### config.mk
export PLATFORM = sky130hd
export DESIGN_NAME = uart_tx_arbiter
export DESIGN_NICKNAME = d
export VERILOG_FILES = /design/src/rtl/uart_tx_arbiter.sv
export SDC_FILE = /design/constraint.sdc
export NUM_CORES = 1
export LEC_CHECK = 0
export ABC_AREA = 0
export CAP_MARGIN = 20
export CORE_MARGIN = 4
export CORE_UTILIZATION = 59
export DETAILED_ROUTE_END_ITERATION = 8
export DONT_BUFFER_PORTS = 1
export PLACE_DENSITY_LB_ADDON = 0.12
export RECOVER_POWER = 25
export SLEW_MARGIN = 0
export SYNTH_ARGS = -nofsm -noshare
export SYNTH_HDL_FRONTEND = slang
export SYNTH_SLANG_ARGS = --single-unit
export TNS_END_PERCENT = 100
### constraint.sdc
create_clock -name clk -period 2.64 [get_ports clk]
set_input_delay 0.528 -clock clk [delete_from_list [all_inputs] [get_ports clk]]
set_output_delay 0.528 -clock clk [all_outputs]
set_load 0.01 [all_outputs]
### src/rtl/uart_tx_arbiter.sv
// uart_tx_arbiter: round-robin, packet-locking arbiter sharing one buart transmitter among NUM_REQ byte streams
module uart_tx_arbiter #(
  parameter int NUM_REQ = 4,
  parameter int GUARD_CYCLES = 2,
  parameter int TIMEOUT = 65535
) (
  input  logic                 clk,
  input  logic                 reset,
  input  logic [NUM_REQ-1:0]   req_valid,
  input  logic [8*NUM_REQ-1:0] req_data,
  input  logic [NUM_REQ-1:0]   req_last,
  output logic [NUM_REQ-1:0]   req_ready,
  input  logic                 tx_busy,
  output logic                 uart_wr,
  output logic [7:0]           tx_data,
  output logic [NUM_REQ-1:0]   grant,
  output logic                 locked,
  output logic                 timeout_err
);
  localparam int IW = $clog2(NUM_REQ);
  localparam int GW = $clog2(GUARD_CYCLES + 1);
  localparam int TW = $clog2(TIMEOUT + 2);
  typedef enum logic [1:0] {IDLE = 2'd0, GUARD = 2'd1} state_t;
  state_t state;
  logic [IW-1:0] ptr, owner, win, j;
  logic [GW-1:0] gcnt;
  logic [TW-1:0] idle_cnt;
  logic [NUM_REQ-1:0] cand;
  logic found, fire, inc, in_idle;
  // while locked, grant is the one-hot owner, so masking by it leaves only the owner eligible
  assign cand = locked ? req_valid & grant : req_valid;
  assign in_idle = state != GUARD;
  assign fire = (TIMEOUT != 0) && in_idle && locked && idle_cnt == TW'(TIMEOUT);
  assign inc = (TIMEOUT != 0) && in_idle && locked && !req_valid[owner];
  always_comb begin
    found = 1'b0;
    win = '0;
    j = '0;
    for (int k = 1; k <= NUM_REQ; k++) begin
      j = IW'((int'(ptr) + k) % NUM_REQ);
      if (!found && cand[j]) begin
        found = 1'b1;
        win = j;
      end
    end
  end
  always_ff @(posedge clk) begin
    if (reset) begin
      state <= IDLE;
      ptr <= IW'(NUM_REQ - 1);
      owner <= '0;
      gcnt <= '0;
      idle_cnt <= '0;
      uart_wr <= 1'b0;
      req_ready <= '0;
      tx_data <= '0;
      grant <= '0;
      locked <= 1'b0;
      timeout_err <= 1'b0;
    end else begin
      uart_wr <= 1'b0;
      req_ready <= '0;
      timeout_err <= 1'b0;
      if (!in_idle) begin
        gcnt <= gcnt == '0 ? gcnt : gcnt - 1'b1;
        if (gcnt == '0) begin
          state <= IDLE;
          grant <= locked ? grant : '0;
        end
      end else if (fire) begin
        // a stalled owner loses its lock; it rotates to lowest priority
        state <= IDLE;
        locked <= 1'b0;
        grant <= '0;
        ptr <= owner;
        timeout_err <= 1'b1;
        idle_cnt <= '0;
      end else if (!tx_busy && found) begin
        state <= GUARD;
        gcnt <= GW'(GUARD_CYCLES - 1);
        uart_wr <= 1'b1;
        req_ready <= NUM_REQ'(1) << win;
        grant <= NUM_REQ'(1) << win;
        tx_data <= req_data[{win, 3'b000} +: 8];
        locked <= ~req_last[win];
        ptr <= req_last[win] ? win : ptr;
        owner <= win;
        idle_cnt <= '0;
      end else begin
        state <= IDLE;
        idle_cnt <= inc ? idle_cnt + 1'b1 : idle_cnt;
      end
    end
  end
endmodule

==> impl_metrics.sql, run 1 <==
INSERT INTO impl_metrics (metric_group, metric, value, unit) VALUES
('grt', 'via_count_of_the_first_global_routing_pass', '1804', ''),
('floorplanning', 'die_h', '71.1', 'um'),
('worst_setup_path', 'r2r_slack', '0.22', 'ns'),
('clocking', 'cts_max_level', '2', ''),
('status', 'outcome', 'complete, no violations', ''),
('place', 'dp_hpwl', '3710', 'um'),
('worst_setup_path', 'worst-setup-path-type', 'register to register', ''),
('floorplanning', 'floorplan.die.width', '71.1', 'um'),
('sta', 'hold_viol_final', '0', ''),
('power_and_ir_drop', 'power.static_leakage', '0.948', 'nW'),
('clocking', 'hold_buffers', '0', ''),
('grt', 'track_usage', '20.4', '%'),
('run', 'drv_cap', '0', ''),
('clocking', 'clock-sinks', '43', ''),
('floorplanning', 'dieArea', '0.00505', 'mm2'),
('floorplanning', 'rows', '22', ''),
('clocking', 'tritoncts.num_buffers', '5', ''),
('sta', 'slew_viol_final', '0', ''),
('power_and_ir_drop', 'pwrdens', '715', 'mW/mm2'),
('grt', 'globalRoute.busiestLayer', 'met2', ''),
('clocking', 'clock_path_buffers', '2', ''),
('sta', 'fin_crit', '2.42', 'ns'),
('sta', 'final_count_of_negative_setup_slack_endpoints', '0', ''),
('sta', 'rsz0062_at_grt', 'yes', ''),
('grt', 'antenna_found_initial', '0', ''),
('synthesis', 'total_nets_after_synthesis', '324', ''),
('layout', 'final_util', '66.7', '%'),
('worst_setup_path', 'worstPathMaxFanout', '6', ''),
('layout', 'final_layout_size_suffix_gt1_share', '14.6', '%'),
('sta', 'period_share', '91.8', '%'),
('clocking', 'cts_tree', 'yes', ''),
('grt', 'grt_max_degree', '27', ''),
('grt', 'grt.met3_usage', '6.82', '%'),
('layout', 'finalNetCount', '326', ''),
('synthesis', 'yosysWarnings', '0', ''),
('hold_path', 'hold-path-endpoint', 'owner[0]', ''),
('synthesis', 'post_synth.cell_area_avg', '8.45', 'um2'),
('route', 'drt-total-wl', '5010', 'um'),
('hold_path', 'hold_crit_depth', '1', ''),
('place', 'portBuffers', '0', ''),
('route', 'initialDrtViolationCount', '123', ''),
('route', 'vias_per_cell', '6.09', ''),
('layout', 'n_antenna_cell', '0', ''),
('place', 'gp_routability_congestion', '0.867', ''),
('floorplanning', 'design.portCount', '62', ''),
('sta', 'max_slew.worst_pin.slew', '0.453', 'ns'),
('sta', 'slew_headroom', '69.6', '%'),
('worst_setup_path', 'cp_data_arrival_time', '2.66', 'ns'),
('synthesis', 'netlist_instances', '278', ''),
('layout', 'fill_cells', '361', ''),
('worst_setup_path', 'critical_path_required', '2.87', 'ns'),
('place', 'place_worst_setup_slack', '0.118', 'ns'),
('worst_setup_path', 'timing.reg2reg.worst_path_depth', '10', ''),
('clocking', 'clock_tree.root_cell', 'sky130_fd_sc_hd__clkbuf_8', ''),
('route', 'drt-wirelength-per-cell', '15.2', 'um'),
('clocking', 'worst_skew_pair.late_latency', '0.30', 'ns'),
('route', 'drc_errors', '0', ''),
('floorplanning', 'start_util', '62.7', '%'),
('route', 'final_antenna_net_count', '0', ''),
('synthesis', 'synthesized_area', '0.00235', 'mm2'),
('synthesis', 'synth.ff_latch_count', '43', ''),
('sta', 'timing.clock.skew', '0.00481', 'ns'),
('power_and_ir_drop', 'totalPowerFinal', '1.79', 'mW'),
('sta', 'timing.final.ws_setup', '0.215', 'ns'),
('synthesis', 'library_cells_used_by_synthesis', '47', ''),
('clocking', 'cts.reportedPaths.clkPinSlew', '0.08', 'ns'),
('worst_setup_path', 'crit-reg2reg-capture', 'idle_cnt[11]', ''),
('grt', 'overflow', '0', ''),
('grt', 'grt_first_pass_wirelength', '8380', 'um'),
('hold_path', 'min_path_type', 'input pin to register', ''),
('sta', 'timing.fmax', '0.412', 'GHz'),
('worst_setup_path', 'regToRegStartpoint', 'idle_cnt[8]', ''),
('worst_setup_path', 'start_kind', 'register', ''),
('grt', 'grt.met2_usage', '31.1', '%'),
('grt', 'met1_resource_use_gr', '26.4', '%'),
('layout', 'area_delta_synth_final', '6.34', '%'),
('route', 'first_pass_iters', '4', ''),
('route', 'via_count', '2003', ''),
('synthesis', 'sequential_area_share_after_synthesis', '36.7', '%'),
('power_and_ir_drop', 'irDropWorstVdd', '0.460', 'mV'),
('floorplanning', 'fp.coreArea', '0.00374', 'mm2'),
('hold_path', 'hp-start', 'reset', ''),
('worst_setup_path', 'worstSetupEndpointType', 'register', ''),
('sta', 'finalSetupTns', '0', 'ns');
[metrics by stage]
step,hold WS [ns],instance area (um2),instances
after global placement,0.467,2400,321
after global routing,0.277,2500,329
after CTS,0.281,2480,329
after floorplan,0.454,2350,278
final,0.291,2500,329
after detailed placement,0.483,2400,321
[critical path: stages (launching register included)]
cell	delay [ns]
sky130_fd_sc_hd__dfxtp_1	0.41
sky130_fd_sc_hd__and3_1	0.21
sky130_fd_sc_hd__and3_1	0.18
sky130_fd_sc_hd__nand3_1	0.15
sky130_fd_sc_hd__nor3_2	0.20
sky130_fd_sc_hd__ha_2	0.21
sky130_fd_sc_hd__and3_4	0.20
sky130_fd_sc_hd__a211oi_1	0.06
sky130_fd_sc_hd__nand3b_1	0.25
sky130_fd_sc_hd__or3_1	0.34
sky130_fd_sc_hd__a21oi_1	0.14
[final cells by class]
cell class | count | area, um2 | area share (%)
Multi-Input combinational cell | 212 | 1390 | 55.7
Inverter | 10 | 37.5 | 1.50
Tap cell | 48 | 60.1 | 2.40
Timing Repair Buffer | 8 | 60.1 | 2.40
Sequential cell | 43 | 865 | 34.6
Clock buffer | 5 | 68.8 | 2.76
Clock inverter | 3 | 15.0 | 0.601
[flip-flops by register name, summed over array words and instances (netlist names)]
name         flops
tx_data          8
ptr              2
state            1
idle_cnt        17
gcnt             2
grant            4
owner            2
timeout_err      1
uart_wr          1
req_ready        4
locked           1
[layout by cell type (no fill, tap or decap), types with 4 or more instances in the layout]
cell / n
sky130_fd_sc_hd__a31o_2: 8
sky130_fd_sc_hd__nor2_1: 33
sky130_fd_sc_hd__a22oi_1: 4
sky130_fd_sc_hd__nand2_1: 32
sky130_fd_sc_hd__buf_4: 8
sky130_fd_sc_hd__or3_1: 6
sky130_fd_sc_hd__and3_1: 6
sky130_fd_sc_hd__nor3b_1: 9
sky130_fd_sc_hd__o21ai_1: 4
sky130_fd_sc_hd__dfxtp_1: 40
sky130_fd_sc_hd__nand3_1: 13
sky130_fd_sc_hd__xor2_1: 6
sky130_fd_sc_hd__clkbuf_8: 5
sky130_fd_sc_hd__o21ai_0: 5
sky130_fd_sc_hd__a21oi_1: 14
sky130_fd_sc_hd__mux2i_1: 20
sky130_fd_sc_hd__inv_1: 10
[power by group]
group	switching (mW)	total, mW	leakage (nW)	internal (mW)
clock	0.230	0.411	0.0477	0.181
combinational	0.307	0.563	0.550	0.257
sequential	0.0979	0.812	0.350	0.714
total	0.634	1.79	0.948	1.15
[cell families after synthesis]
family,after synthesis,synth area share [%]
xor+xnor,9,3.36
compound gates,58,17.5
mux,24,10.9
fa+ha+maj,3,1.60
buf+inv,23,4.95
simple gates,118,25.0
flops,43,36.7
[per-layer routing]
layer  vias up  share of wire, %
li1       1002                 -
met4         0               2.1
met3         8               8.1
met5         -                 0
met1       935                45
met2        58                44
[worst max path at each step]
| stage | startpoint | end | depth (start not counted) |
|---|---|---|---|
| final | idle_cnt[8] | idle_cnt[11] | 10 |
| after global routing | idle_cnt[0] | idle_cnt[11] | 11 |
| after CTS | idle_cnt[0] | idle_cnt[11] | 11 |
| after detailed placement | idle_cnt[0] | idle_cnt[15] | 11 |
| after global placement | idle_cnt[0] | idle_cnt[11] | 11 |
| after floorplan | idle_cnt[0] | idle_cnt[13] | 12 |
[cell usage after synthesis (all sizes together)]
library cell	n	area (um2)
a311o	1	10.0
nor3	4	20.0
o31a	1	8.76
nand4	2	12.5
a22oi	4	30.0
o211ai	1	7.51
and2	1	6.26
nor3b	11	92.6
xor2	6	52.6
and3	7	43.8
ha	3	37.5
mux2i	20	200
clkbuf	5	18.8
nand2b	2	12.5
dfxtp	43	861
inv	10	37.5
nor2	35	136
a31o	8	70.1
xnor2	3	26.3
or3	6	37.5
nand2	32	120
mux2	3	33.8
a31oi	2	12.5
o41ai	1	8.76
a21o	2	15.0
o2111ai	2	17.5
buf	8	60.1
nand3b	2	15.0
a211oi	3	22.5
nor4	1	12.5
a21oi	14	70.1
nor2b	2	12.5
o221ai	1	8.76
a41oi	2	25.0
nand3	13	65.1
o21bai	3	22.5
mux4	1	22.5
a2111o	1	11.3
a311oi	2	17.5
a32oi	1	8.76
o21ai	9	45.0
[what timing repair did]
item,in CTS,in global routing
setup buffers,0,0
resized for setup,0,6
endpoints found under the setup margin,0,16
endpoints found under the hold margin,0,0
(Power assumes the default switching activity.)
==> run 2: changes to the inputs <==
--- a/config.mk
+++ b/config.mk
@@ -8,13 +8,13 @@
 export ABC_AREA = 0
 export CAP_MARGIN = 20
 export CORE_MARGIN = 4
-export CORE_UTILIZATION = 59
+export CORE_UTILIZATION = 49
 export DETAILED_ROUTE_END_ITERATION = 8
-export DONT_BUFFER_PORTS = 1
+export HOLD_SLACK_MARGIN = 0.15
 export PLACE_DENSITY_LB_ADDON = 0.12
 export RECOVER_POWER = 25
 export SLEW_MARGIN = 0
 export SYNTH_ARGS = -nofsm -noshare
 export SYNTH_HDL_FRONTEND = slang
 export SYNTH_SLANG_ARGS = --single-unit
-export TNS_END_PERCENT = 100
+export TNS_END_PERCENT = 10
==> impl_metrics.sql, run 2 (synthesis gave the netlist of run 1 again) <==
INSERT INTO impl_metrics (metric_group, metric, value, unit) VALUES
('place', 'dpl-instance-area', '0.00315', 'mm2'),
('layout', 'largest_register_ff_count', '17', ''),
('floorplanning', 'die_h', '77.2', 'um'),
('worst_setup_path', 'critical_path_required', '2.87', 'ns'),
('route', 'via_count', '2300', ''),
('clocking', 'clock_tree.root_cell', 'sky130_fd_sc_hd__clkbuf_8', ''),
('power_and_ir_drop', 'power.static_leakage', '1.33', 'nW'),
('grt', 'antenna_found_initial', '0', ''),
('worst_setup_path', 'crit_path_max_incr_delay', '0.36', 'ns'),
('clocking', 'clock_path_buffers', '2', ''),
('sta', 'period_share', '95.7', '%'),
('sta', 'slew_viol_final', '0', ''),
('grt', 'grt_first_pass_wirelength', '10200', 'um'),
('layout', 'fin_cells', '409', ''),
('sta', 'final_count_of_negative_setup_slack_endpoints', '0', ''),
('layout', 'final_layout_size_suffix_gt1_share', '14.6', '%'),
('worst_setup_path', 'timing.critical_path.cells', 'ha_1 -> and3_1 -> and3_1 -> nand3_1 -> nor3_1 -> ha_1 -> and3_1 -> a211oi_2 -> nand3b_1 -> or3_1 -> a21oi_1', ''),
('sta', 'max_slew.worst_pin.slew', '0.437', 'ns'),
('grt', 'globalRoute.busiestLayer', 'met2', ''),
('power_and_ir_drop', 'pwrdens', '669', 'mW/mm2'),
('route', 'initialDrtViolationCount', '163', ''),
('route', 'final_antenna_net_count', '0', ''),
('clocking', 'clock-sinks', '43', ''),
('grt', 'overflow', '0', ''),
('place', 'place_worst_setup_slack', '-0.142', 'ns'),
('route', 'drt-wirelength-per-cell', '14.5', 'um'),
('status', 'outcome', 'complete, no violations', ''),
('layout', 'final_common_cell', 'sky130_fd_sc_hd__clkdlybuf4s50_1', ''),
('grt', 'grt.met3_usage', '5.97', '%'),
('power_and_ir_drop', 'irDropWorstVdd', '0.380', 'mV'),
('route', 'drc_errors', '0', ''),
('place', 'dp_cells', '401', ''),
('layout', 'largest_register', 'idle_cnt', ''),
('route', 'drt-total-wl', '5920', 'um'),
('run', 'drv_cap', '0', ''),
('place', 'gp_routability_congestion', '0.869', ''),
('grt', 'grt_max_degree', '22', ''),
('floorplanning', 'fp.coreArea', '0.00450', 'mm2'),
('floorplanning', 'start_util', '52.1', '%'),
('floorplanning', 'rows', '24', ''),
('sta', 'hold_viol_final', '0', ''),
('floorplanning', 'floorplan.die.width', '77.2', 'um'),
('layout', 'final_area', '0.00329', 'mm2'),
('worst_setup_path', 'cp_data_arrival_time', '2.75', 'ns'),
('clocking', 'cts_tree', 'yes', ''),
('worst_setup_path', 'cpMostUsedCell', 'sky130_fd_sc_hd__and3_1', ''),
('grt', 'grt.met2_usage', '35.4', '%'),
('sta', 'slew_headroom', '70.7', '%'),
('worst_setup_path', 'r2r_slack', '0.11', 'ns'),
('sta', 'timing.final.ws_setup', '0.114', 'ns'),
('worst_setup_path', 'start_kind', 'register', ''),
('worst_setup_path', 'worstSetupEndpointType', 'register', ''),
('clocking', 'cts.reportedPaths.clkPinSlew', '0.08', 'ns'),
('worst_setup_path', 'critical_path.slowest_cell', 'sky130_fd_sc_hd__dfxtp_2', ''),
('sta', 'rsz0062_at_grt', 'yes', ''),
('grt', 'met1_resource_use_gr', '25.2', '%'),
('clocking', 'cts_max_level', '2', ''),
('floorplanning', 'dieArea', '0.00596', 'mm2'),
('sta', 'timing.fmax', '0.396', 'GHz'),
('worst_setup_path', 'worst-setup-path-type', 'register to register', ''),
('place', 'portBuffers', '61', ''),
('layout', 'finalNetCount', '402', ''),
('clocking', 'tritoncts.num_buffers', '5', ''),
('sta', 'fin_crit', '2.53', 'ns'),
('worst_setup_path', 'path_delay_family', 'simple AND/OR/NAND/NOR gates', ''),
('sta', 'timing.clock.skew', '0.00833', 'ns'),
('grt', 'track_usage', '20.9', '%'),
('worst_setup_path', 'worstPathMaxFanout', '6', ''),
('floorplanning', 'design.portCount', '62', ''),
('clocking', 'hold_buffers', '0', ''),
('layout', 'top_regs', 'idle_cnt (17), tx_data (8)', ''),
('place', 'dp_hpwl', '4480', 'um'),
('layout', 'n_antenna_cell', '0', ''),
('worst_setup_path', 'timing.critical_path.buf_inv', '0', ''),
('layout', 'fill_cells', '365', ''),
('route', 'first_pass_iters', '4', ''),
('route', 'vias_per_cell', '5.62', ''),
('layout', 'area_delta_synth_final', '40.3', '%'),
('layout', 'most_used_cells_in_the_layout_excluding_fill_and_tap_cells', '47 x sky130_fd_sc_hd__clkdlybuf4s50_1, 42 x sky130_fd_sc_hd__dfxtp_1, 33 x sky130_fd_sc_hd__nor2_1, 32 x sky130_fd_sc_hd__nand2_1, 21 x sky130_fd_sc_hd__buf_4', ''),
('grt', 'via_count_of_the_first_global_routing_pass', '2292', ''),
('hold_path', 'min_path_type', 'register to register', ''),
('clocking', 'worst_skew_pair.late_latency', '0.30', 'ns');
-- run 2: cell count changes in the layout (fill, tap and decap cells not counted), sizes merged --
cell,previous run,this run
buf,8,23
bufinv,0,2
clkbuf,5,6
clkdlybuf4s50,0,47
clkinv,3,0
dlygate4sd3,0,14
-- run 2: power breakdown --
group | internal [mW] | switching [mW] | leakage [nW]
registers | 0.713 | 0.0631 | 0.350
logic | 0.429 | 0.395 | 0.910
clock network | 0.378 | 0.225 | 0.0654
total | 1.52 | 0.683 | 1.33
-- run 2: tightest hold or removal path, delay by kind of cell (launching register included) --
family	cells	cell delay [ns]
compound gates	2	0.13
flops	1	0.32
-- run 2: final cells by class --
class / instances / area [um2] / share of cell area (%)
Multi-Input combinational cell: 212 / 1390 / 42.2
Tap cell: 52 / 65.1 / 1.97
Clock inverter: 2 / 60.1 / 1.82
Clock buffer: 6 / 72.6 / 2.20
Sequential cell: 43 / 862 / 26.2
Timing Repair Buffer: 84 / 808 / 24.5
Inverter: 10 / 37.5 / 1.14
-- run 2: layer usage --
layer	share of wire, %	up-vias
met4	0.62	0
li1	-	1161
met1	43	1055
met5	0	-
met3	7.0	4
met2	49	80
-- run 2: worst paths after layout --
check | from | to | cells past startpoint
worst min-delay path | idle_cnt[15] | idle_cnt[15] | 2
worst max register to register | idle_cnt[1] | idle_cnt[15] | 11
worst max-delay path | idle_cnt[1] | idle_cnt[15] | 11
worst min register to register | idle_cnt[15] | idle_cnt[15] | 2
-- run 2: repair_timing --
| item | CTS | global route |
|---|---|---|
| endpoints found under the setup margin | 0 | 15 |
| buffers inserted | 0 | 0 |
| resized for setup | 0 | 3 |
| hold endpoints to repair | 0 | 0 |
-- run 2: stage by stage --
step / utilization [%] / power [mW] / hold slack, ns / setup TNS (ns)
after floorplan: - / 1.27 / 0.454 / 0
after global placement: 69.9 / 1.61 / 0.466 / -1.08
after detailed placement: 69.9 / 1.62 / 0.484 / -1.56
after CTS: 72.9 / 2.23 / 0.500 / 0
after global routing: 73.1 / 2.34 / 0.540 / -0.211
final: 73.1 / 2.20 / 0.496 / 0
